<file path="config.mk">
export PLATFORM = sky130hd
export DESIGN_NAME = rst_seq_ctrl
export DESIGN_NICKNAME = d
export VERILOG_FILES = /design/src/rtl/rst_seq_ctrl.sv
export SDC_FILE = /design/constraint.sdc
export NUM_CORES = 1
export LEC_CHECK = 0
export BUFFER_PORTS_ARGS = -buffer_cell sky130_fd_sc_hd__buf_4
export CAP_MARGIN = 5
export CORE_MARGIN = 1.5
export CORE_UTILIZATION = 53
export DETAILED_ROUTE_END_ITERATION = 7
export PLACE_DENSITY_LB_ADDON = 0.1
export SLEW_MARGIN = 30
export SYNTH_ARGS = -nofsm -noshare
export SYNTH_HDL_FRONTEND = slang
export SYNTH_SLANG_ARGS = --single-unit
</file>
<file path="constraint.sdc">
create_clock -name clk -period 2.8 [get_ports clk]
set_clock_uncertainty 0.15 [all_clocks]
set_input_delay 0.14 -clock clk [delete_from_list [all_inputs] [get_ports clk]]
set_output_delay 0.14 -clock clk [all_outputs]
set_load 0.02 [all_outputs]
</file>
<file path="src/rtl/rst_seq_ctrl.sv">
// Reset sequencer for the MIPS pipeline core: synchronizes the board reset, then runs a
// HOLD -> FLUSH -> RUN sequence that a software soft-reset request can re-trigger.
module rst_seq_ctrl #(
    parameter int SYNC_STAGES  = 2,
    parameter int HOLD_CYCLES  = 16,
    parameter int FLUSH_CYCLES = 5,
    parameter int CNT_W        = 32
) (
    input  logic             clk,
    input  logic             rst,
    input  logic             soft_rst_req,
    output logic             soft_rst_ack,
    output logic             core_rst_n,
    output logic             pipe_flush,
    output logic             pc_en,
    output logic             ready,
    output logic [1:0]       state_o,
    output logic [CNT_W-1:0] cycle_cnt
);

    localparam int MAX_CYC = (HOLD_CYCLES > FLUSH_CYCLES) ? HOLD_CYCLES : FLUSH_CYCLES;
    localparam int PH_W    = $clog2(MAX_CYC + 1);
    localparam logic [PH_W-1:0] HOLD_LAST  = PH_W'(HOLD_CYCLES - 1);
    localparam logic [PH_W-1:0] FLUSH_LAST = PH_W'(FLUSH_CYCLES - 1);

    typedef enum logic [1:0] {
        ST_RESET = 2'd0,
        ST_HOLD  = 2'd1,
        ST_FLUSH = 2'd2,
        ST_RUN   = 2'd3
    } state_e;

    // Release is synchronized through the chain; assertion bypasses it via the async clear.
    logic [SYNC_STAGES-1:0] sync_q;
    logic                   sync_n;

    // NOTE: sequential state uses non-blocking assignments so every flop samples pre-edge values.
    always_ff @(posedge clk or negedge rst) begin
        if (!rst) begin
            sync_q <= '0;
        end else begin
            sync_q <= {sync_q[SYNC_STAGES-2:0], 1'b1};
        end
    end

    assign sync_n = sync_q[SYNC_STAGES-1];

    state_e            state_q, state_d;
    logic [PH_W-1:0]   ph_cnt_q, ph_cnt_d;
    logic [CNT_W-1:0]  run_cnt_q, run_cnt_d;
    logic              ack_q, ack_d;
    logic              core_rst_n_q, core_rst_n_d;
    logic              pipe_flush_q, pipe_flush_d;
    logic              run_q, run_d;

    // NOTE: every always_comb output gets a default first, so no path can infer a latch.
    always_comb begin
        state_d  = state_q;
        ph_cnt_d = ph_cnt_q;
        ack_d    = 1'b0;

        unique case (state_q)
            ST_RESET: begin
                if (sync_n) begin
                    state_d  = ST_HOLD;
                    ph_cnt_d = '0;
                end
            end
            ST_HOLD: begin
                if (ph_cnt_q == HOLD_LAST) begin
                    state_d  = ST_FLUSH;
                    ph_cnt_d = '0;
                end else begin
                    ph_cnt_d = ph_cnt_q + PH_W'(1);
                end
            end
            ST_FLUSH: begin
                if (ph_cnt_q == FLUSH_LAST) begin
                    state_d  = ST_RUN;
                    ph_cnt_d = '0;
                end else begin
                    ph_cnt_d = ph_cnt_q + PH_W'(1);
                end
            end
            ST_RUN: begin
                if (soft_rst_req) begin
                    state_d  = ST_HOLD;
                    ph_cnt_d = '0;
                    ack_d    = 1'b1;
                end
            end
            default: begin
                state_d  = ST_RESET;
                ph_cnt_d = '0;
            end
        endcase

        // RUN-cycle counter: zero throughout HOLD, saturating while running.
        run_cnt_d = run_cnt_q;
        if (state_d == ST_HOLD) begin
            run_cnt_d = '0;
        end else if (state_q == ST_RUN && run_cnt_q != '1) begin
            run_cnt_d = run_cnt_q + CNT_W'(1);
        end

        // Outputs decode the next state so the registered values line up with state_o.
        core_rst_n_d = (state_d == ST_FLUSH) || (state_d == ST_RUN);
        pipe_flush_d = (state_d == ST_FLUSH);
        run_d        = (state_d == ST_RUN);
    end

    always_ff @(posedge clk or negedge rst) begin
        if (!rst) begin
            state_q      <= ST_RESET;
            ph_cnt_q     <= '0;
            run_cnt_q    <= '0;
            ack_q        <= 1'b0;
            core_rst_n_q <= 1'b0;
            pipe_flush_q <= 1'b0;
            run_q        <= 1'b0;
        end else begin
            state_q      <= state_d;
            ph_cnt_q     <= ph_cnt_d;
            run_cnt_q    <= run_cnt_d;
            ack_q        <= ack_d;
            core_rst_n_q <= core_rst_n_d;
            pipe_flush_q <= pipe_flush_d;
            run_q        <= run_d;
        end
    end

    assign state_o      = state_q;
    assign soft_rst_ack = ack_q;
    assign core_rst_n   = core_rst_n_q;
    assign pipe_flush   = pipe_flush_q;
    assign pc_en        = run_q;
    assign ready        = run_q;
    assign cycle_cnt    = run_cnt_q;

endmodule

</file>
==> results.txt <==
----------------------------------------------------
[Outcome]
  Run status ... complete, no violations

[Finish]
  Commonest cells after routing, fill and taps aside ... sky130_fd_sc_hd__buf_4, sky130_fd_sc_hd__dfrtp_1, sky130_fd_sc_hd__nor2_1, sky130_fd_sc_hd__nand2_1
  Footprint of the flip-flops and latches ... 0.00113 mm^2
  Diode count ... 0
  Area growth, synth to finish ... 18.7%
  Multi-input combinational cell area ... roughly 0.0014 mm^2
  Final standard cell count with taps included and fillers excluded ... between 300 and 400
  Fin nets ... 324
  Proportion of layout cells with a drive suffix above 1 ... between 20% and 30%
  Count of fill cells added during filler insertion ... around 420
  Most common cell after layout, fill and taps aside ... sky130_fd_sc_hd__buf_4

[Worst setup path]
  Highest net fanout along the worst path ... 5
  Worst setup SP type ... flip-flop
  Worst setup path category ... reg -> reg
  Critical path data arrival time ... 2540 ps
  Crit path required time ... roughly 2900 ps
  Worst Setup End Kind ... flip-flop

[Floorplanning]
  Horizontal extent of the die ... 72.9 um
  Effective utilization at floorplan ... between 50% and 60%
  Core Rows ... 25
  Ports ... 42
  Die area ... 0.00532 mm^2
  Area inside the core boundary ... approximately 0.0047 mm^2
  Die span in y ... about 73 um

[GRT]
  Via count of the first global-routing pass ... between 1,500 and 2,000
  Overflow left after global routing ... 0
  Wire length of the first global-routing pass ... around 9.1 mm
  GRT Overall Usage ... a little over a fifth
  Antenna violations before repair ... 0
  Largest net degree at the start of global routing ... between 40 and 50

[Synthesis]
  Fraction of synthesized cell area taken by the top area cell type ... a little over two fifths
  Count of mapped cells out of synthesis ... roughly 260
  Leading area contributor after synthesis ... sky130_fd_sc_hd__dfrtp_1
  Ys flop type ... sky130_fd_sc_hd__dfrtp_1
  Proportion of synthesized chip area in sequential cells ... ~43%
  Cells taking the most area after synthesis ... sky130_fd_sc_hd__dfrtp_1, sky130_fd_sc_hd__ha_1, sky130_fd_sc_hd__a21oi_1
  Number of flops mapped to enable cells by yosys ... 0
  Yosys warnings ... 0
  Post-synthesis instance area ... 0.00259 mm^2
  #FFs+latches synth ... 45
  Library cells used by synthesis ... about 60
  Post-synth net total ... 276
  Synth Area per Inst ... approximately 9.9 um^2
  Async S/R FF share, synth ... 100%

[Routing]
  # DRC ... 0
  Routed wirelength normalized by instance count ... around 14 um
  Number of vias per cell after detailed routing ... between 5 and 6
  Total via count in the routed design ... approximately 2,100
  Detailed Route Iter0 Violations ... 72
  First drt pass iteration count ... 4
  Routed Antenna Nets ... 0
  Total wirelength of the detailed-routed design ... about 5.5 mm

[Timing]
  Count of final max-slew check failures ... 0
  Unrepaired setup endpoints after global routing ... no
  Final setup viols ... 0
  Upper clock frequency limit ... 408 MHz
  Slew at the pin with the worst max-slew slack ... approximately 570 ps
  Minimum clock period after layout ... 2450 ps
  Share of the clock period used by the worst path after layout ... a little under 90%
  Worst-case headroom to the max-slew limit ... 62.1%
  TNS Setup ... 0 ps
  Fin. Hold Viols ... 0

[Power]
  Power Density ... about 480 mW/mm^2
  VDD IR max ... 0.350 mV
  Leakage power total ... between 1 and 1.5 nW

[Worst hold path]
  Min-delay worst type ... reg -> reg

[Clock tree]
  Clock input transition at the sequential cells of the worst setup and hold paths ... about 80 ps
  H-Tree Depth ... 2
  Number of clock sinks ... between 40 and 50
  Maximum root-to-sink buffer count ... 2
  CTS tree ... yes
  CTS resizes ... 0
  Source-to-sink clock delay at the later pin of the worst-skew pair ... ~300 ps
  Total CTS buffers ... 5
  Root Buffer ... sky130_fd_sc_hd__clkbuf_8

[Placed design]
  Final weighted congestion in routability-driven placement ... ~0.77
  Placed wire-length estimate ... between 3 and 4 mm
  Cell total after placement ... around 370
  Port Buffer Count ... 41

[Flow run]
  Max-cap violation count ... 0

----------------------------------------------------
[routing by layer]
| metal | share of wire, % | global-route usage (%) | vias to the layer above | wire [um] |
|---|---|---|---|---|
| met5 | 0 | 0 | - | 0 |
| met4 | 1.4 | 6.92 | 0 | 74 |
| met3 | 3.6 | 3.87 | 9 | 198 |
| met2 | 45 | 33.3 | 43 | 2470 |
| met1 | 50 | 31.8 | 1004 | 2720 |
| li1 | - | - | 1053 | - |
[area by class of cell]
cell class | count | share of cell area, %
clock buffers | 6 | 2.69
clock inverters | 1 | 0.244
inverters | 13 | 1.59
multi-input cells | 197 | 44.3
flip-flops and latches | 45 | 36.6
well taps | 67 | 2.73
repair buffers | 48 | 11.9
[stage by stage]
step	area, um^2	utilization [%]	hold WS [ps]	setup WS [ps]	power [mW]
2_1_floorplan	2590	-	-306	417	0.975
3_3_place_gp	2970	62.8	26.9	420	1.06
3_5_place_dp	2970	62.8	25.3	351	1.06
4_1_cts	3080	65.1	205	337	1.48
5_1_grt	3080	65.1	216	228	1.55
6_report	3080	65.1	203	351	1.46
[registers in the layout (all words and copies together) (netlist names)]
name and flops:
pipe_flush 1, core_rst_n 1, sync_q 2, ph_cnt_q 5, soft_rst_ack 1, cycle_cnt 32
pc_en 1, state_o 2
[timing repair]
item	CTS	global route
endpoints found under the setup margin	0	0
hold endpoints to repair	46	0
hold buffers	2	0
buffers inserted	0	0
[worst max-delay path: stages (launching register included)]
cell and delay, ps:
sky130_fd_sc_hd__dfrtp_1 370, sky130_fd_sc_hd__ha_1 180, sky130_fd_sc_hd__nand3_1 110, sky130_fd_sc_hd__inv_1 70
sky130_fd_sc_hd__ha_1 190, sky130_fd_sc_hd__o22ai_1 80, sky130_fd_sc_hd__a32o_1 320, sky130_fd_sc_hd__and3_1 210
sky130_fd_sc_hd__or4_2 630, sky130_fd_sc_hd__nand2_1 80
[final timing paths]
check,endpoint,start,cells after the start,slack [ps]
worst max register to register,cycle_cnt[13],ph_cnt_q[1],9,350
worst min-delay path,sync_q[1],sync_q[0],0,200
worst min register to register,sync_q[1],sync_q[0],0,200
min in group asynchronous,cycle_cnt[22],rst,2,220
worst max-delay path,cycle_cnt[13],ph_cnt_q[1],9,350
max in group asynchronous,state_o[0],rst,2,1890
[synth_stat cells (2+ instances only)]
cell                       instances
sky130_fd_sc_hd__buf_6             3
sky130_fd_sc_hd__nor4_1            2
sky130_fd_sc_hd__o211ai_1          4
sky130_fd_sc_hd__nand2b_1          3
sky130_fd_sc_hd__xor2_1            5
sky130_fd_sc_hd__inv_1            13
sky130_fd_sc_hd__a21oi_2           4
sky130_fd_sc_hd__nand4_2           2
sky130_fd_sc_hd__nand3b_1          3
sky130_fd_sc_hd__nand2_1          16
sky130_fd_sc_hd__or4_1             3
sky130_fd_sc_hd__clkbuf_1          2
sky130_fd_sc_hd__and3_1            5
sky130_fd_sc_hd__o31ai_1           5
sky130_fd_sc_hd__a21oi_1          14
sky130_fd_sc_hd__or4_2             3
sky130_fd_sc_hd__nor2b_1           2
sky130_fd_sc_hd__and4_1            3
sky130_fd_sc_hd__and2_1            5
sky130_fd_sc_hd__xnor2_1           7
sky130_fd_sc_hd__nor2_1           16
sky130_fd_sc_hd__o21ai_1           3
sky130_fd_sc_hd__a211oi_1          4
sky130_fd_sc_hd__or3_1             8
sky130_fd_sc_hd__ha_1             11
sky130_fd_sc_hd__dfrtp_1          45
sky130_fd_sc_hd__nand3_1          14
sky130_fd_sc_hd__o22ai_1           2
sky130_fd_sc_hd__o31ai_4           2
sky130_fd_sc_hd__o21ai_0          14
sky130_fd_sc_hd__or3_2             3
sky130_fd_sc_hd__nand4_1           9
[report_power, final]
| group | switching [mW] | total (mW) | internal, mW |
|---|---|---|---|
| clock network | 0.219 | 0.414 | 0.195 |
| registers | 0.0194 | 0.688 | 0.669 |
| logic | 0.256 | 0.359 | 0.104 |
| total | 0.494 | 1.46 | 0.967 |
[cells by family (layout without fill, tap and decap cells)]
group	Yosys count	in the layout	synth area share, %
AND/OR/NAND/NOR	111	111	26.0
XOR/XNOR	12	12	4.06
adder cells (fa/ha/maj)	11	11	5.31
other	1	1	0.145
AO/OA/AOI/OAI	61	61	16.7
flip-flops	45	45	43.5
multiplexers	1	1	0.386
buffers and inverters	20	68	3.96
Note: power is estimated with default switching activity, not from simulation.
